### config.mk
export PLATFORM = sky130hd
export DESIGN_NAME = intdiv_post
export DESIGN_NICKNAME = d
export VERILOG_FILES = /design/src/rtl/intdiv_pkg.sv /design/src/rtl/intdiv_addsub.sv /design/src/rtl/intdiv_post.sv
export SDC_FILE = /design/constraint.sdc
export NUM_CORES = 1
export LEC_CHECK = 0
export ABC_AREA = 1
export BUFFER_PORTS_ARGS = -buffer_cell sky130_fd_sc_hd__buf_2
export CAP_MARGIN = 30
export CORE_MARGIN = 2
export CORE_UTILIZATION = 40
export CTS_BUF_LIST = sky130_fd_sc_hd__clkbuf_16
export DETAILED_ROUTE_END_ITERATION = 8
export PLACE_DENSITY = 0.6
export SLEW_MARGIN = 40
export SYNTH_ARGS = -nofsm -noshare
export SYNTH_HDL_FRONTEND = slang
export SYNTH_SLANG_ARGS = --single-unit
### constraint.sdc
create_clock -name clk -period 10.2 [get_ports clk]
set_input_delay 1.53 -clock clk [delete_from_list [all_inputs] [get_ports clk]]
set_output_delay 1.53 -clock clk [all_outputs]
set_load 0.05 [all_outputs]
### src/rtl/intdiv_pkg.sv
// Shared definitions for the integer divider stages: SD2 digit encodings,
// polarity constants, the post-stage FSM states and the SD2 digit splitter.
package intdiv_pkg;

    localparam logic [1:0] NEG1   = 2'b11;
    localparam logic [1:0] ZERO   = 2'b00;
    localparam logic [1:0] POS1_1 = 2'b01;
    localparam logic [1:0] POS1_2 = 2'b10;

    localparam logic ON       = 1'b1;
    localparam logic OFF      = 1'b0;
    localparam logic POSITIVE = 1'b1;
    localparam logic NEGATIVE = 1'b0;

    typedef enum logic [2:0] {
        IDLE,
        CONVQ,
        CONVR,
        CORRQ,
        CORRR,
        DONE
    } post_state_t;

    typedef struct packed {
        logic p;
        logic m;
    } sd2_pm_t;

    // One SD2 digit becomes a bit of the positive vector P or the negative vector M.
    function automatic sd2_pm_t sd2_split(input logic [1:0] digit);
        sd2_pm_t pm;
        pm = '0;
        case (digit)
            POS1_1, POS1_2: pm.p = 1'b1;
            NEG1:           pm.m = 1'b1;
            ZERO:           pm   = '0;
            default:        pm   = '0;
        endcase
        return pm;
    endfunction

endpackage

### src/rtl/intdiv_addsub.sv
// Combinational N-bit adder/subtractor shared by every step of the post stage.
// The result wraps modulo 2^N; there is no carry out.
module intdiv_addsub #(
    parameter int N = 16
) (
    input  logic [N-1:0] a,
    input  logic [N-1:0] b,
    input  logic         sub,
    output logic [N-1:0] y
);

    assign y = sub ? (a - b) : (a + b);

endmodule

### src/rtl/intdiv_post.sv
// Divider output stage: converts SD2 quotient/remainder to binary, applies the
// +/-1 quotient and -/+divisor remainder fix-up, and hands the result off.
module intdiv_post
    import intdiv_pkg::*;
#(
    parameter int N = 16
) (
    input  logic           clk,
    input  logic           rst,
    input  logic           in_valid,
    output logic           in_ready,
    input  logic [2*N-1:0] q_sd,
    input  logic [2*N-1:0] r_sd,
    input  logic [N-1:0]   x,
    input  logic           padj,
    input  logic           seladj,
    output logic [N-1:0]   q,
    output logic [N-1:0]   r,
    output logic           out_valid,
    input  logic           out_ready
);

    post_state_t    state;
    logic [2*N-1:0] q_sd_l;
    logic [2*N-1:0] r_sd_l;
    logic [N-1:0]   x_l;
    logic           padj_l;
    logic           seladj_l;

    logic [N-1:0]   q_p;
    logic [N-1:0]   q_m;
    logic [N-1:0]   r_p;
    logic [N-1:0]   r_m;
    logic [N-1:0]   add_a;
    logic [N-1:0]   add_b;
    logic [N-1:0]   add_y;
    logic           add_sub;

    always_comb begin
        q_p = '0;
        q_m = '0;
        r_p = '0;
        r_m = '0;
        for (int i = 0; i < N; i++) begin
            sd2_pm_t qd;
            sd2_pm_t rd;
            qd     = sd2_split(q_sd_l[2*i +: 2]);
            rd     = sd2_split(r_sd_l[2*i +: 2]);
            q_p[i] = qd.p;
            q_m[i] = qd.m;
            r_p[i] = rd.p;
            r_m[i] = rd.m;
        end
    end

    // Each state borrows the single adder for its own operand pair.
    always_comb begin
        add_a   = '0;
        add_b   = '0;
        add_sub = 1'b0;
        case (state)
            CONVQ: begin
                add_a   = q_p;
                add_b   = q_m;
                add_sub = 1'b1;
            end
            CONVR: begin
                add_a   = r_p;
                add_b   = r_m;
                add_sub = 1'b1;
            end
            CORRQ: begin
                add_a   = q;
                add_b   = N'(1);
                add_sub = (padj_l != POSITIVE);
            end
            CORRR: begin
                add_a   = r;
                add_b   = x_l;
                add_sub = (padj_l == POSITIVE);
            end
            default: begin
                add_a   = '0;
                add_b   = '0;
                add_sub = 1'b0;
            end
        endcase
    end

    intdiv_addsub #(.N(N)) u_addsub (
        .a   (add_a),
        .b   (add_b),
        .sub (add_sub),
        .y   (add_y)
    );

    always_ff @(posedge clk) begin
        if (rst) begin
            state     <= IDLE;
            q         <= '0;
            r         <= '0;
            out_valid <= 1'b0;
            in_ready  <= 1'b1;
            q_sd_l    <= '0;
            r_sd_l    <= '0;
            x_l       <= '0;
            padj_l    <= NEGATIVE;
            seladj_l  <= OFF;
        end else begin
            case (state)
                IDLE: begin
                    if (in_valid) begin
                        q_sd_l   <= q_sd;
                        r_sd_l   <= r_sd;
                        x_l      <= x;
                        padj_l   <= padj;
                        seladj_l <= seladj;
                        in_ready <= 1'b0;
                        state    <= CONVQ;
                    end
                end
                CONVQ: begin
                    q     <= add_y;
                    state <= CONVR;
                end
                CONVR: begin
                    r <= add_y;
                    if (seladj_l == ON) begin
                        out_valid <= 1'b1;
                        state     <= DONE;
                    end else begin
                        state <= CORRQ;
                    end
                end
                CORRQ: begin
                    q     <= add_y;
                    state <= CORRR;
                end
                CORRR: begin
                    r         <= add_y;
                    out_valid <= 1'b1;
                    state     <= DONE;
                end
                DONE: begin
                    if (out_ready) begin
                        out_valid <= 1'b0;
                        in_ready  <= 1'b1;
                        state     <= IDLE;
                    end
                end
                default: begin
                    state     <= IDLE;
                    out_valid <= 1'b0;
                    in_ready  <= 1'b1;
                end
            endcase
        end
    end

endmodule

* After elaboration in Yosys (flattened, before gate mapping)
Index checks and enable logic that the tools add are counted.
** Cells by class
- Add/subtract/negate cells :: 2
- Multiply operators :: 0
- Divide/modulo/power cells :: 0
- $lt $le $gt $ge :: 0
- Equality and inequality tests :: 104
- Shift-type cells :: 0
- Multiplexer cells :: 78
- Bitwise operators :: 3
- Reductions and logical operators :: 42
** Operator list (count)
- $eq 2x2->1 const B :: 64
- $pmux 16 s4 :: 2
- $reduce_or 2->1 :: 35
- $mux 1 :: 68
- $eq 2x1->1 const B :: 32
- $pmux 3 s6 :: 1
- $add 16x16->16 :: 1
- $mux 16 :: 1
- $sub 16x16->16 :: 1
- $mux 3 :: 3
- $eq 3x2->1 const B :: 2
- $eq 3x3->1 const B :: 2
- $ne 2x2->1 const B :: 3
- $pmux 1 s3 :: 2
- $reduce_and 3->1 :: 2
- $pmux 1 s4 :: 1
- $reduce_and 2->1 :: 2
- $reduce_or 4->1 :: 1
- $eq 3x1->1 const B :: 1
- $logic_not 3->1 :: 1
- $not 1->1 :: 3
- $reduce_or 3->1 :: 1
** Storage, ports and cells
- Bits in registers :: 119
- Latch bits :: 0
- Memory bits (writable) :: 0
- ROM bits :: 0
- Bits of input ports :: 86
- Output and inout port bits :: 34
- Logic and storage cells :: 239
- Memories :: 0

* Longest topological paths before layout
- Depth after elaboration :: 6
- Mapped depth :: 26
- Depth with buffers taken out :: 25

* Cells and area by module
From an unflattened synthesis, not the netlist that was laid out.
** Unflattened totals
- Cells, all modules :: 1052
- Area total of the unflattened synthesis :: 6814.0 um^2
** Modules (own cells, without submodules)
- intdiv_post :: instances 1, cells each 786, area an instance 5410.2 um^2
- intdiv_addsub :: instances 1, cells each 266, area an instance 1403.8 um^2

* Worst setup path before layout
Ideal clock, no wire load.
- Kind :: register -> register
- Start point :: reg state[2]
- End point :: reg r[10]
- Library setup time :: 56 ps
- Arrival :: 3384 ps
- Required time :: 10144 ps
- Slack :: 6761 ps
- Cell stages (with the launch flop) :: 25
- Buffers on the path :: 1
- Period minus slack after synthesis :: 3439 ps
- Path through :: dfxtp_1 -> inv_2 -> nand2_4 -> nor2_2 -> buf_6 -> nand2_2 -> nand2_1 -> a21oi_2 -> ha_1 -> or2_2 -> o21ai_0 -> inv_1 -> fa_1 -> inv_1 -> nand3_1 -> nand2_1 -> a21boi_0 -> o21ai_0 -> nand2_1 -> nand2_1 -> a21oi_1 -> or2_2 -> nand3_1 -> nand2_1 -> inv_1
** On the way
- Word-level cells in the longest chain between the ends :: 4
- Elaborated cells between the ends (all ways) :: 12
** Ends and longest elaborated chain
- from (decl) :: RTL line intdiv_post.sv:23 : post_state_t state;
- from (signal assigned) :: RTL line intdiv_post.sv:99 : state <= IDLE;
- from (signal assigned) :: RTL line intdiv_post.sv:119 : state <= CONVQ;
- from (signal assigned) :: RTL line intdiv_post.sv:124 : state <= CONVR;
- $eq 3x3->1, or another cell as far along :: RTL line intdiv_post.sv:61, intdiv_post.sv:110
- $pmux 16 s4 or $reduce_or 2->1 (tied branches)
- $add 16x16->16, or another cell as far along :: RTL line intdiv_addsub.sv:12 : assign y = sub ? (a - b) : (a + b);
- $mux 16 :: RTL line intdiv_addsub.sv:12
- to (signal assigned) :: RTL line intdiv_post.sv:127 : r <= add_y;
- to (signal assigned) :: RTL line intdiv_post.sv:140 : r <= add_y;
- to (decl) :: RTL line intdiv_post.sv:18 : output logic [N-1:0] r,
Parallel ways exist; a longest one is shown, timed or not.
A chain may end at the register's enable or synchronous reset.

* Worst setup path in the final report
Same ends and word-level chain as after synthesis.

==> flow_summary.toml <==
[final_layout]
drive_above_1_share = 0.171
antenna_cells = 0
syn2layout_area_growth_pct = 18.4
nNetsFinal = 1170
nFillCells = 1740
finalInstanceArea_sq_um = 7810
fin_cells = 1292
fin_util = 0.488

[floorplanning]
die_x_um = 132
coreArea_sq_um = 16000
die_y_um = 132
dieArea_sq_um = 17500
ios = 120
rows = 46
initial_core_util = 0.412

[setup_path]
rr_startpoint = "state[2]$_SDFFE_PP0P_"
r2r_setup_slack_ps = 5850
required_ps = 10560
crit_path_end_kind = "flop"
critPathLaunchType = "flop"
reg2regPathDepth = 23
r2r_end = "r[10]$_SDFFE_PP0P_"
path_class = "flop to flop"
cp.arrival_ps = 4700
path_max_fanout = 15

[synthesis]
ys_seq_area_frac = 0.361
synth.area.mux_share = 0
synthesis.nets = 1077
yosys.area_share.simple = 0.207
yosysWarningCount = 0
synth_common_cells = "nand2_1 (178), inv_1 (157), dfxtp_1 (119), o21ai_0 (119), a21oi_1 (114)"
synth-xor-area-share = 0.0279
synth_fa_ha_area_frac = 0.0334
synth.cell_area_sq_um = 6590
synth_cell_types = 44
synth-edff-count = 0
synth_top_family_by_area = "compound AO/OA/AOI/OAI gates"
synth_flop_cell = "dfxtp_1"
synth.most_common_cell = "nand2_1"
synthTopCellsByArea = "dfxtp_1 (36%), nand2_1 (10%), o21ai_0 (9.0%)"
synth_compound_area_frac = 0.242
synth_top_cell_by_area = "dfxtp_1"
syn_area_per_cell_sq_um = 6.77
yosysTopAreaCellShare = 0.361
async_flop_share = 0
synth_cells = 974
synth-seq-cells = 119

[drt]
routedWlPerCell_um = 14.7
firstDrtPassIters = 5
ant_nets = 0
wirelength_mm = 19.0
via_per_inst = 5.00
first_iter_violations = 535
drc = 0
num_vias = 6466

[timing]
maxSlewHeadroom = 0.520
fin_tns_setup_ps = 0
min_period_ps = 4350
finClkSkew_ps = 9.44
worst_pin_slew_ps = 720
timing.fmax_mhz = 230
finalHoldViolations = 0
setup_violations = 0
finalCritPeriodShare = 0.426
maxSlewViolCount = 0
rsz0062_at_grt = "no"

[clock_network]
cts_root_buf = "clkbuf_16"
cts-hold-fix-buffers = 0
cts_setup_buffers = 0
cts_buffers = 17
cts_tree = "done"
ctsResizeCount = 0
insertion_delay_ps = 420
clk_path_buf_depth = 2
clkTransAtPathRegs_ps = 50
htreeDepth = 4
numClockSinks = 119

[placement]
dp_cells = 1264
portBuffers = 119
gp_congestion = 0.956
place_area_sq_um = 7280
hpwl_mm = 14.3

[pwr]
p_clk_frac = 0.208
internal_power_mw = 1.36
power_per_cell_area_nw_per_um2 = 331
seq_power_share = 0.251
combPwrFrac = 0.541
total_leakage_power_nw = 3.87
switching_share = 0.476
ir_drop_mv = 0.169
power.switching_mw = 1.23

[grt]
grt_pass1_wl_mm = 30.0
grt_use_total = 0.218
antenna_found_initial = 0
grt-ovfl-total = 0
first_global_vias = 5860
grt_max_degree = 111

[flow_run]
max-cap-violations = 0

[run_status]
status = "complete, no violations"

[hold_path]
holdCritPathClass = "flop to flop"
whs_endpoint = "out_valid$_SDFFE_PP0P_"
hold_depth = 2
hold_start = "out_valid$_SDFFE_PP0P_"
cells in the final DEF (no fill, tap or decap), types with 3 or more instances in the layout:
cell,instances
nand2_1,177
inv_1,159
o21ai_0,119
dfxtp_1,119
buf_2,119
a21oi_1,114
nand3_1,49
nor2_1,44
clkbuf_16,17
ha_1,16
xor2_1,14
a31oi_1,12
o21ai_1,10
inv_2,9
nand2_2,7
xnor2_1,7
o21bai_1,7
nand3b_1,6
nand4_1,6
o211ai_1,6
or2_2,5
nor3_1,4
a21oi_2,4
clkinv_1,4
nand2_4,3
nor2_4,3
nor2_2,3
a32oi_1,3
o221ai_1,3
a211oi_1,3
final cells by class:
type / instances / area, sq um / share of cell area
Clock inverter: 11 / 96.3 / 0.0123
Tap cell: 216 / 270 / 0.0346
Inverter: 166 / 626 / 0.0801
Sequential cell: 119 / 2380 / 0.305
Timing Repair Buffer: 122 / 622 / 0.0797
Clock buffer: 17 / 425 / 0.0545
Multi-Input combinational cell: 641 / 3380 / 0.434
kinds of logic (layout without fill, tap and decap cells):
group | after synthesis | after routing
compound gates | 292 | 292
buf+inv | 214 | 316
simple gates | 311 | 311
xor+xnor | 21 | 21
fa+ha+maj | 17 | 17
flops | 119 | 119
power by group through the flow:
stage,sequential [mW],clock [mW],combinational (mW)
floorplan,0.794,0,0.917
global placement,0.655,0,1.37
detailed placement,0.657,0,1.38
CTS,0.648,0.547,1.39
global route,0.661,0.573,1.55
finish,0.649,0.538,1.40
through the flow:
step / hold slack [ps] / setup slack, ps / power, mW
2_1_floorplan: 430 / 6760 / 1.71
3_3_place_gp: 437 / 5770 / 2.03
3_5_place_dp: 435 / 5660 / 2.03
4_1_cts: 443 / 5620 / 2.58
5_1_grt: 461 / 5440 / 2.78
6_report: 442 / 5850 / 2.59
worst max path at each step:
stage,end,from,slack (ps),depth (start not counted)
global route,q[10]$_SDFFE_PP0P_,state[0]$_SDFFE_PP0P_,5440,22
global placement,q[10]$_SDFFE_PP0P_,state[0]$_SDFFE_PP0P_,5770,22
CTS,r[10]$_SDFFE_PP0P_,state[0]$_SDFFE_PP0P_,5620,22
floorplan,r[10]$_SDFFE_PP0P_,state[2]$_SDFFE_PP0P_,6760,24
finish,r[10]$_SDFFE_PP0P_,state[2]$_SDFFE_PP0P_,5850,23
detailed placement,q[10]$_SDFFE_PP0P_,state[0]$_SDFFE_PP0P_,5660,22
routing by layer:
layer / vias up / track usage / part of all wire
li1: 3352 / - / -
met1: 2907 / 0.312 / 0.49
met2: 195 / 0.328 / 0.43
met3: 12 / 0.0573 / 0.070
met4: 0 / 0.0496 / 0.0095
met5: - / 0 / 0
critical path: stages, from the launching register on:
cell and delay (ps):
dfxtp_1 480, inv_2 110, nand2_4 110, inv_2 60, nand2_1 490, o21ai_1 180
a21oi_2 210, ha_1 250, or2_2 290, o21ai_0 130, inv_1 100, fa_1 440
inv_1 90, nand3_1 60, nand2_1 140, a21boi_0 170, o21ai_0 310, nand2_1 80
nand2_1 70, a21oi_1 70, or2_2 290, nand3_1 70, nand2_1 50, inv_1 40
state kept, by name (all words and copies together) (netlist names):
signal	cells
in_ready	1
x_l	16
state	3
r_sd_l	32
padj_l	1
q	16
out_valid	1
q_sd_l	32
seladj_l	1
r	16
No activity file was read; power rests on OpenSTA's default activity.
